**src/rtl/irq_ctrl_pkg.sv**
```systemverilog
// Shared definitions for the interrupt controller: register word offsets,
// FSM state encoding and STAT bit positions.
package irq_ctrl_pkg;

  localparam logic [1:0] IC_MASK = 2'd0;
  localparam logic [1:0] IC_MODE = 2'd1;
  localparam logic [1:0] IC_PEND = 2'd2;
  localparam logic [1:0] IC_STAT = 2'd3;

  localparam int IC_STAT_INSVC = 31;

  typedef enum logic {
    IC_IDLE    = 1'b0,
    IC_SERVICE = 1'b1
  } ic_state_e;

endpackage

```
**src/rtl/irq_prio_enc.sv**
```systemverilog
// Lowest-index-first priority encoder; purely combinational, zero latency.
// Produces {vld, id}. id is 0 when no request is set.
module irq_prio_enc #(
  parameter int N    = 6,
  parameter int ID_W = 3
) (
  input  logic [N-1:0]    req,
  output logic            vld,
  output logic [ID_W-1:0] id
);

  // Walk from the top so the lowest set index is the last one written.
  always_comb begin
    vld = 1'b0;
    id  = '0;
    for (int i = N - 1; i >= 0; i--) begin
      if (req[i]) begin
        vld = 1'b1;
        id  = ID_W'(i);
      end
    end
  end

endmodule

```
**src/rtl/irq_ctrl.sv**
```systemverilog
// Programmable interrupt controller: edge/level capture, mask, fixed priority,
// single in-service slot. IRQ follows a src edge by one cycle; ack/EOI have no backpressure.
module irq_ctrl
  import irq_ctrl_pkg::*;
#(
  parameter int N_SRC = 6,
  parameter int ID_W  = 3
) (
  input  logic             clk,
  input  logic             reset_n,
  input  logic [31:2]      Addr,
  input  logic             WE,
  input  logic [31:0]      Din,
  output logic [31:0]      Dout,
  input  logic [N_SRC-1:0] src,
  input  logic             ack,
  output logic             IRQ,
  output logic [ID_W-1:0]  irq_id
);

  ic_state_e        state_q, state_d;
  logic [N_SRC-1:0] mask_q, mask_d;
  logic [N_SRC-1:0] mode_q, mode_d;
  logic [N_SRC-1:0] pend_q, pend_d;
  logic [N_SRC-1:0] src_q, src_d;
  logic [ID_W-1:0]  isr_id_q, isr_id_d;

  logic [1:0]       reg_sel;
  logic             wr_mask, wr_mode, wr_pend, wr_stat;
  logic [N_SRC-1:0] req, rise, w1c, ack_clr;
  logic             req_vld, take;
  logic [ID_W-1:0]  winner;
  logic             unused_bits;

  assign reg_sel     = Addr[3:2];
  assign wr_mask     = WE && (reg_sel == IC_MASK);
  assign wr_mode     = WE && (reg_sel == IC_MODE);
  assign wr_pend     = WE && (reg_sel == IC_PEND);
  assign wr_stat     = WE && (reg_sel == IC_STAT);
  assign unused_bits = ^{Addr[31:4], Din[31:N_SRC]};

  assign req  = pend_q & mask_q;
  assign take = (state_q == IC_IDLE) && ack && req_vld;

  irq_prio_enc #(.N(N_SRC), .ID_W(ID_W)) u_prio (
    .req (req),
    .vld (req_vld),
    .id  (winner)
  );

  always_ff @(posedge clk or negedge reset_n) begin
    if (!reset_n) begin
      state_q  <= IC_IDLE;
      mask_q   <= '0;
      mode_q   <= '0;
      pend_q   <= '0;
      src_q    <= '0;
      isr_id_q <= '0;
    end else begin
      state_q  <= state_d;
      mask_q   <= mask_d;
      mode_q   <= mode_d;
      pend_q   <= pend_d;
      src_q    <= src_d;
      isr_id_q <= isr_id_d;
    end
  end

  always_comb begin
    state_d = state_q;
    case (state_q)
      IC_IDLE:    if (take)    state_d = IC_SERVICE;
      IC_SERVICE: if (wr_stat) state_d = IC_IDLE;
      default:                 state_d = IC_IDLE;
    endcase
  end

  // Register datapath. Edge bits: a new rising edge beats any same-cycle clear.
  always_comb begin
    mask_d   = wr_mask ? Din[N_SRC-1:0] : mask_q;
    mode_d   = wr_mode ? Din[N_SRC-1:0] : mode_q;
    src_d    = src;
    isr_id_d = take ? winner : isr_id_q;
    rise     = src & ~src_q;
    w1c      = wr_pend ? Din[N_SRC-1:0] : '0;
    ack_clr  = '0;
    for (int i = 0; i < N_SRC; i++) begin
      ack_clr[i] = take && (winner == ID_W'(i));
    end
    pend_d = (mode_q & (rise | (pend_q & ~w1c & ~ack_clr))) | (~mode_q & src);
  end

  always_comb begin
    IRQ    = (state_q == IC_IDLE) && req_vld;
    irq_id = (state_q == IC_IDLE) ? winner : isr_id_q;
    Dout   = '0;
    case (reg_sel)
      IC_MASK: Dout = 32'(mask_q);
      IC_MODE: Dout = 32'(mode_q);
      IC_PEND: Dout = 32'(pend_q);
      IC_STAT: begin
        Dout[IC_STAT_INSVC] = (state_q == IC_SERVICE);
        Dout[ID_W-1:0]      = isr_id_q;
      end
      default: Dout = '0;
    endcase
  end

endmodule

```
**config.mk**
```make
export PLATFORM = sky130hd
export DESIGN_NAME = irq_ctrl
export DESIGN_NICKNAME = d
export VERILOG_FILES = /design/src/rtl/irq_ctrl_pkg.sv /design/src/rtl/irq_prio_enc.sv /design/src/rtl/irq_ctrl.sv
export SDC_FILE = /design/constraint.sdc
export NUM_CORES = 1
export LEC_CHECK = 0
export ABC_AREA = 1
export BUFFER_PORTS_ARGS = -buffer_cell sky130_fd_sc_hd__buf_2
export CAP_MARGIN = 5
export CORE_UTILIZATION = 38
export DETAILED_ROUTE_END_ITERATION = 8
export PLACE_DENSITY = 0.76
export SKIP_LAST_GASP = 1
export SLEW_MARGIN = 10
export SYNTH_ARGS = -nofsm -noshare
export SYNTH_HDL_FRONTEND = slang
export SYNTH_SLANG_ARGS = --single-unit
```
**constraint.sdc**
```tcl
create_clock -name clk -period 1.1 [get_ports clk]
set_input_delay 0.055 -clock clk [delete_from_list [all_inputs] [get_ports clk]]
set_output_delay 0.055 -clock clk [all_outputs]
set_load 0.05 [all_outputs]
```
After elaboration in Yosys (flattened, before gate mapping)
Index checks and enable logic that the tools add are counted.
{"block": "word_totals", "regBits": 28, "inputBits": 72}
{"block": "classes", "eq_ne": 8, "n_mux": 20, "n_bitwise": 13, "n_reduce_logical": 16}
{"operator": "bitwise AND 6 bit", "n": 6}
{"operator": "NOT 6 bit", "n": 4}
{"operator": "two-way mux 3 bit", "n": 7}
{"operator": "logical AND 1 bit", "n": 13}
{"operator": "OR 6 bit", "n": 2}
{"operator": "one-hot mux 3 bit (4 select lines)", "n": 1}
{"operator": "one-hot mux 3 bit (3 select lines)", "n": 1}
{"operator": "two-way mux 1 bit", "n": 8}
{"operator": "equality test 3 x 2 -> 1 bit, second input constant", "n": 2}
{"operator": "equality test 3 bit, second input constant", "n": 2}
{"operator": "two-way mux 6 bit", "n": 1}
{"operator": "equality test 2 bit, second input constant", "n": 2}
{"operator": "one-hot mux 1 bit (2 select lines)", "n": 2}
{"operator": "equality test 3 x 1 -> 1 bit, second input constant", "n": 1}
{"operator": "zero test 3 bit", "n": 1}
{"operator": "OR reduction 3 bit", "n": 1}
{"operator": "equality test 2 x 1 -> 1 bit, second input constant", "n": 1}
{"operator": "zero test 2 bit", "n": 1}
{"operator": "NOT 1 bit", "n": 1}

Depth between registers and ports, before layout
{"block": "depth", "word_depth": 14, "mapped_depth": 10, "depth_no_buf": 10}

By module
Synthesis repeated with hierarchy kept, for this count alone.
{"block": "unflattened", "cells_unflattened": 231, "area_unflattened_um2": 1716.6}
{"mod": "irq_ctrl", "n_inst": 1, "cells_per_inst": 216, "area_each_um2": 1644.1}
{"mod": "irq_prio_enc", "n_inst": 1, "cells_per_inst": 15, "area_each_um2": 72.6}

Least setup slack after synthesis
OpenSTA, ideal clock, no wires.
{"block": "synth_timing", "path_kind": "reg-to-output", "start": "register pend_q[1]", "end": "output irq_id[1]", "t_arrival_ns": 1.813, "required_time_ns": 1.045, "path_slack_ns": -0.768, "path_stages_with_launch": 6, "n_path_buf": 0, "cell_sequence": "dfrtp_1 > nand2_1 > nand2_2 > inv_1 > nand2_1 > o21ai_0"}
{"block": "synth_via", "elab_chain_len": 4}
{"item": "start: declaration", "line": "irq_ctrl.sv:24", "text": "logic [N_SRC-1:0] pend_q, pend_d;"}
{"item": "start signal: assignment", "line": "irq_ctrl.sv:63", "text": "pend_q <= pend_d;"}
{"item": "bitwise AND 6 bit", "line": "irq_ctrl.sv:42", "text": "assign req = pend_q & mask_q;"}
{"item": "two-way mux 3 bit (2 in a row)", "line": "irq_prio_enc.sv:17", "text": "if (req[i]) begin"}
{"item": "two-way mux 3 bit", "line": "irq_ctrl.sv:95", "text": "irq_id = (state_q == IC_IDLE) ? winner : isr_id_q;"}
{"item": "end: declaration", "line": "irq_ctrl.sv:18", "text": "output logic [ID_W-1:0] irq_id"}
No other way between the ends.

Worst setup path in the final report
{"block": "layout_timing", "start": "register pend_q[3]", "end": "output irq_id[2]"}
{"block": "layout_via", "elab_chain_len": 6}
{"item": "bitwise AND 6 bit", "line": "irq_ctrl.sv:42"}
{"item": "two-way mux 3 bit (4 in a row)", "line": "irq_prio_enc.sv:17"}
{"item": "two-way mux 3 bit", "line": "irq_ctrl.sv:95"}
No other way between the ends.

==> flow_summary.json <==
{
  "whs_path_depth": 3,
  "final_nets": 360,
  "p_per_area_mw_per_mm2": 1840,
  "dp_slack_ps": -157,
  "status": "complete, but fails checks",
  "cp_slowest_cell": "dfrtp_1",
  "hold_viol": 0,
  "hpwl_um": 2830,
  "antenna_cells": 0,
  "crit_path_end_kind": "output port",
  "grt-ovfl-total": 0,
  "grtUsageTotal": 0.198,
  "area_growth_pct": 50.5,
  "fin_crit_ps": 1520,
  "met3_length_um": 188,
  "synth.yosys.seq_area_share": 0.426,
  "core_area_mm2": 0.00409,
  "violations": "negative setup slack",
  "place_area_mm2": 0.00199,
  "insertion_delay_ps": 280,
  "cts_tree": "yes",
  "wl_per_cell_um": 13.1,
  "io_pins": 108,
  "htree_levels": 1,
  "fin_crit_sh": 1.38,
  "cp_num_buf_inv": 1,
  "drcViolationCount": 0,
  "syn_area_mm2": 0.00165,
  "clock_sinks": 28,
  "synth_cell_types": 22,
  "irDropWorstVdd_v": 0.000702,
  "synthArstFlopShare": 1.00,
  "vias": 1587,
  "synth-edff-count": 0,
  "crit_type": "reg2out",
  "maxUsedRoutingLayer": "met4",
  "root_buffer": "clkbuf_8",
  "skew_ps": 4.20,
  "ys_top_cells_by_count": "nand2_1 (70), dfrtp_1 (28), buf_4 (25)",
  "avgSynthCellArea_um2": 7.77,
  "clock.fmax_mhz": 657,
  "synth.area.top_cells": "dfrtp_1 (43%), nand2_1 (16%), buf_4 (11%)",
  "rrSetupSlack_ps": -270,
  "yosys.cell_count.top_type": "nand2_1",
  "reg2reg_depth": 11,
  "grt_start_max_net_pins": 29,
  "holdCritPathClass": "in2reg",
  "numCtsBuffers": 3,
  "chipHeight_um": 67.8,
  "netlist.area_leader.share": 0.426,
  "drv_slew": 0,
  "antenna_left": 0,
  "viasPerCell": 4.71,
  "routed_wl_um": 4400,
  "met1_length_um": 1760,
  "drive_gt1_frac": 0.460,
  "ys_warn_count": 0,
  "rows": 23,
  "crit_required_ps": 1040,
  "rsz0062_at_grt": "yes",
  "fin_ws_ps": -423,
  "initial_core_util": 0.403,
  "stdcell_area_mm2": 0.00248,
  "synth-main-ff-cell": "dfrtp_1",
  "gp_congestion": 0.973,
  "fillers": 348,
  "worst-path-stages": 6,
  "syn-instance-count": 212,
  "grt_pass1_vias": 1451,
  "cpPeakStageDelay_ps": 430,
  "ys_ff_latch": 28,
  "clkTransAtPathRegs_ps": 90,
  "clock_path_buffers": 2,
  "fin_cells": 337,
  "drv_cap": 0,
  "crit_path_start_kind": "flop",
  "p_leak_nw": 1.26,
  "antenna_found_initial": 0,
  "wl_met2_um": 2320,
  "cp_max_fo": 4,
  "drt_iter0_markers": 140,
  "dp_cells": 312,
  "first_pass_iters": 4,
  "io_buffers": 28,
  "cp_cell_sequence": "nand2_2 -> nand4_1 -> nor2_2 -> nand2_1 -> o21ai_2 -> buf_6",
  "setup_viol": 20,
  "grt_pass1_wl_um": 6610,
  "yosys.area.top_type": "dfrtp_1",
  "critPathTopFamily": "simple AND/OR/NAND/NOR gates",
  "fp.dieW_um": 67.8,
  "arrival_ps": 1470,
  "dieArea_mm2": 0.00460
}
==> worst paths after layout <==
path | end | start
max in group asynchronous | state_q | reset_n
min in group asynchronous | isr_id_q[1] | reset_n
setup reg to reg | isr_id_q[0] | pend_q[5]
hold reg to reg | pend_q[1] | src_q[1]
hold / removal | mask_q[3] | Din[3]
setup / recovery | irq_id[2] | pend_q[3]
==> power by group <==
part | internal, mW | switching, mW
clock | 0.322 | 0.334
combinational | 0.997 | 1.54
sequential | 1.21 | 0.154
==> logic make-up (layout without fill, tap and decap cells) <==
group           count (synthesis)  in the layout  share of synthesized area
simple gates                  108            108                      0.301
buf+inv                        48             99                      0.176
flops                          28             28                      0.426
compound gates                 27             27                     0.0957
other cells                     1             25                    0.00228
==> per-layer routing <==
layer | track usage | vias up
li1 | - | 774
met3 | 0.0283 | 10
met1 | 0.248 | 751
met4 | 0.0964 | 0
met2 | 0.334 | 52
met5 | 0 | -
==> sequential cells by signal (all words and copies together) (netlist names) <==
register  cells
isr_id_q      3
mode_q        6
state_q       1
mask_q        6
src_q         6
pend_q        6
==> tightest hold or removal path, cell delays in order <==
cell and delay [ps]:
buf_2 100, inv_1 60, o21ai_1 70
==> placed cells by master, fill, tap and decap left out, drive strengths merged <==
cell and instances:
nand3 13, nand2 80, clkbuf 4, o21bai 2, a21oi 1, o2111ai 2
buf 67, nand3b 1, nor2 10, inv 21, dlygate4sd3 7, nand4 4
o21ai 21, o211ai 1, conb 25, dfrtp 28
==> metrics by stage <==
step | hold WS, ps | total power, mW | setup TNS [ps] | utilization
2_1_floorplan | -241 | 2.75 | -272 | -
3_3_place_gp | 13.5 | 3.19 | -722 | 0.486
3_5_place_dp | 17.5 | 3.23 | -1220 | 0.486
4_1_cts | 39.3 | 4.27 | -3260 | 0.570
5_1_grt | 46.7 | 4.78 | -5220 | 0.607
6_report | 36.4 | 4.56 | -4400 | 0.607
==> repair_timing <==
action                                 in CTS  in global routing
pin swaps                                  21                 17
resized for setup                          52                 25
gates cloned                                0                  0
endpoints found under the hold margin      36                  0
setup endpoints to repair                  20                 21
buffers inserted                            8                 10
hold buffers                                7                  0
==> cell type report <==
class / count / area (um^2) / area share
inverters: 21 / 83.8 / 0.0338
repair buffers: 74 / 641 / 0.258
well taps: 50 / 62.6 / 0.0252
flip-flops and latches: 28 / 702 / 0.283
clock buffers: 4 / 55.1 / 0.0222
multi-input cells: 160 / 935 / 0.377
Power figures use the tool's default switching activity.
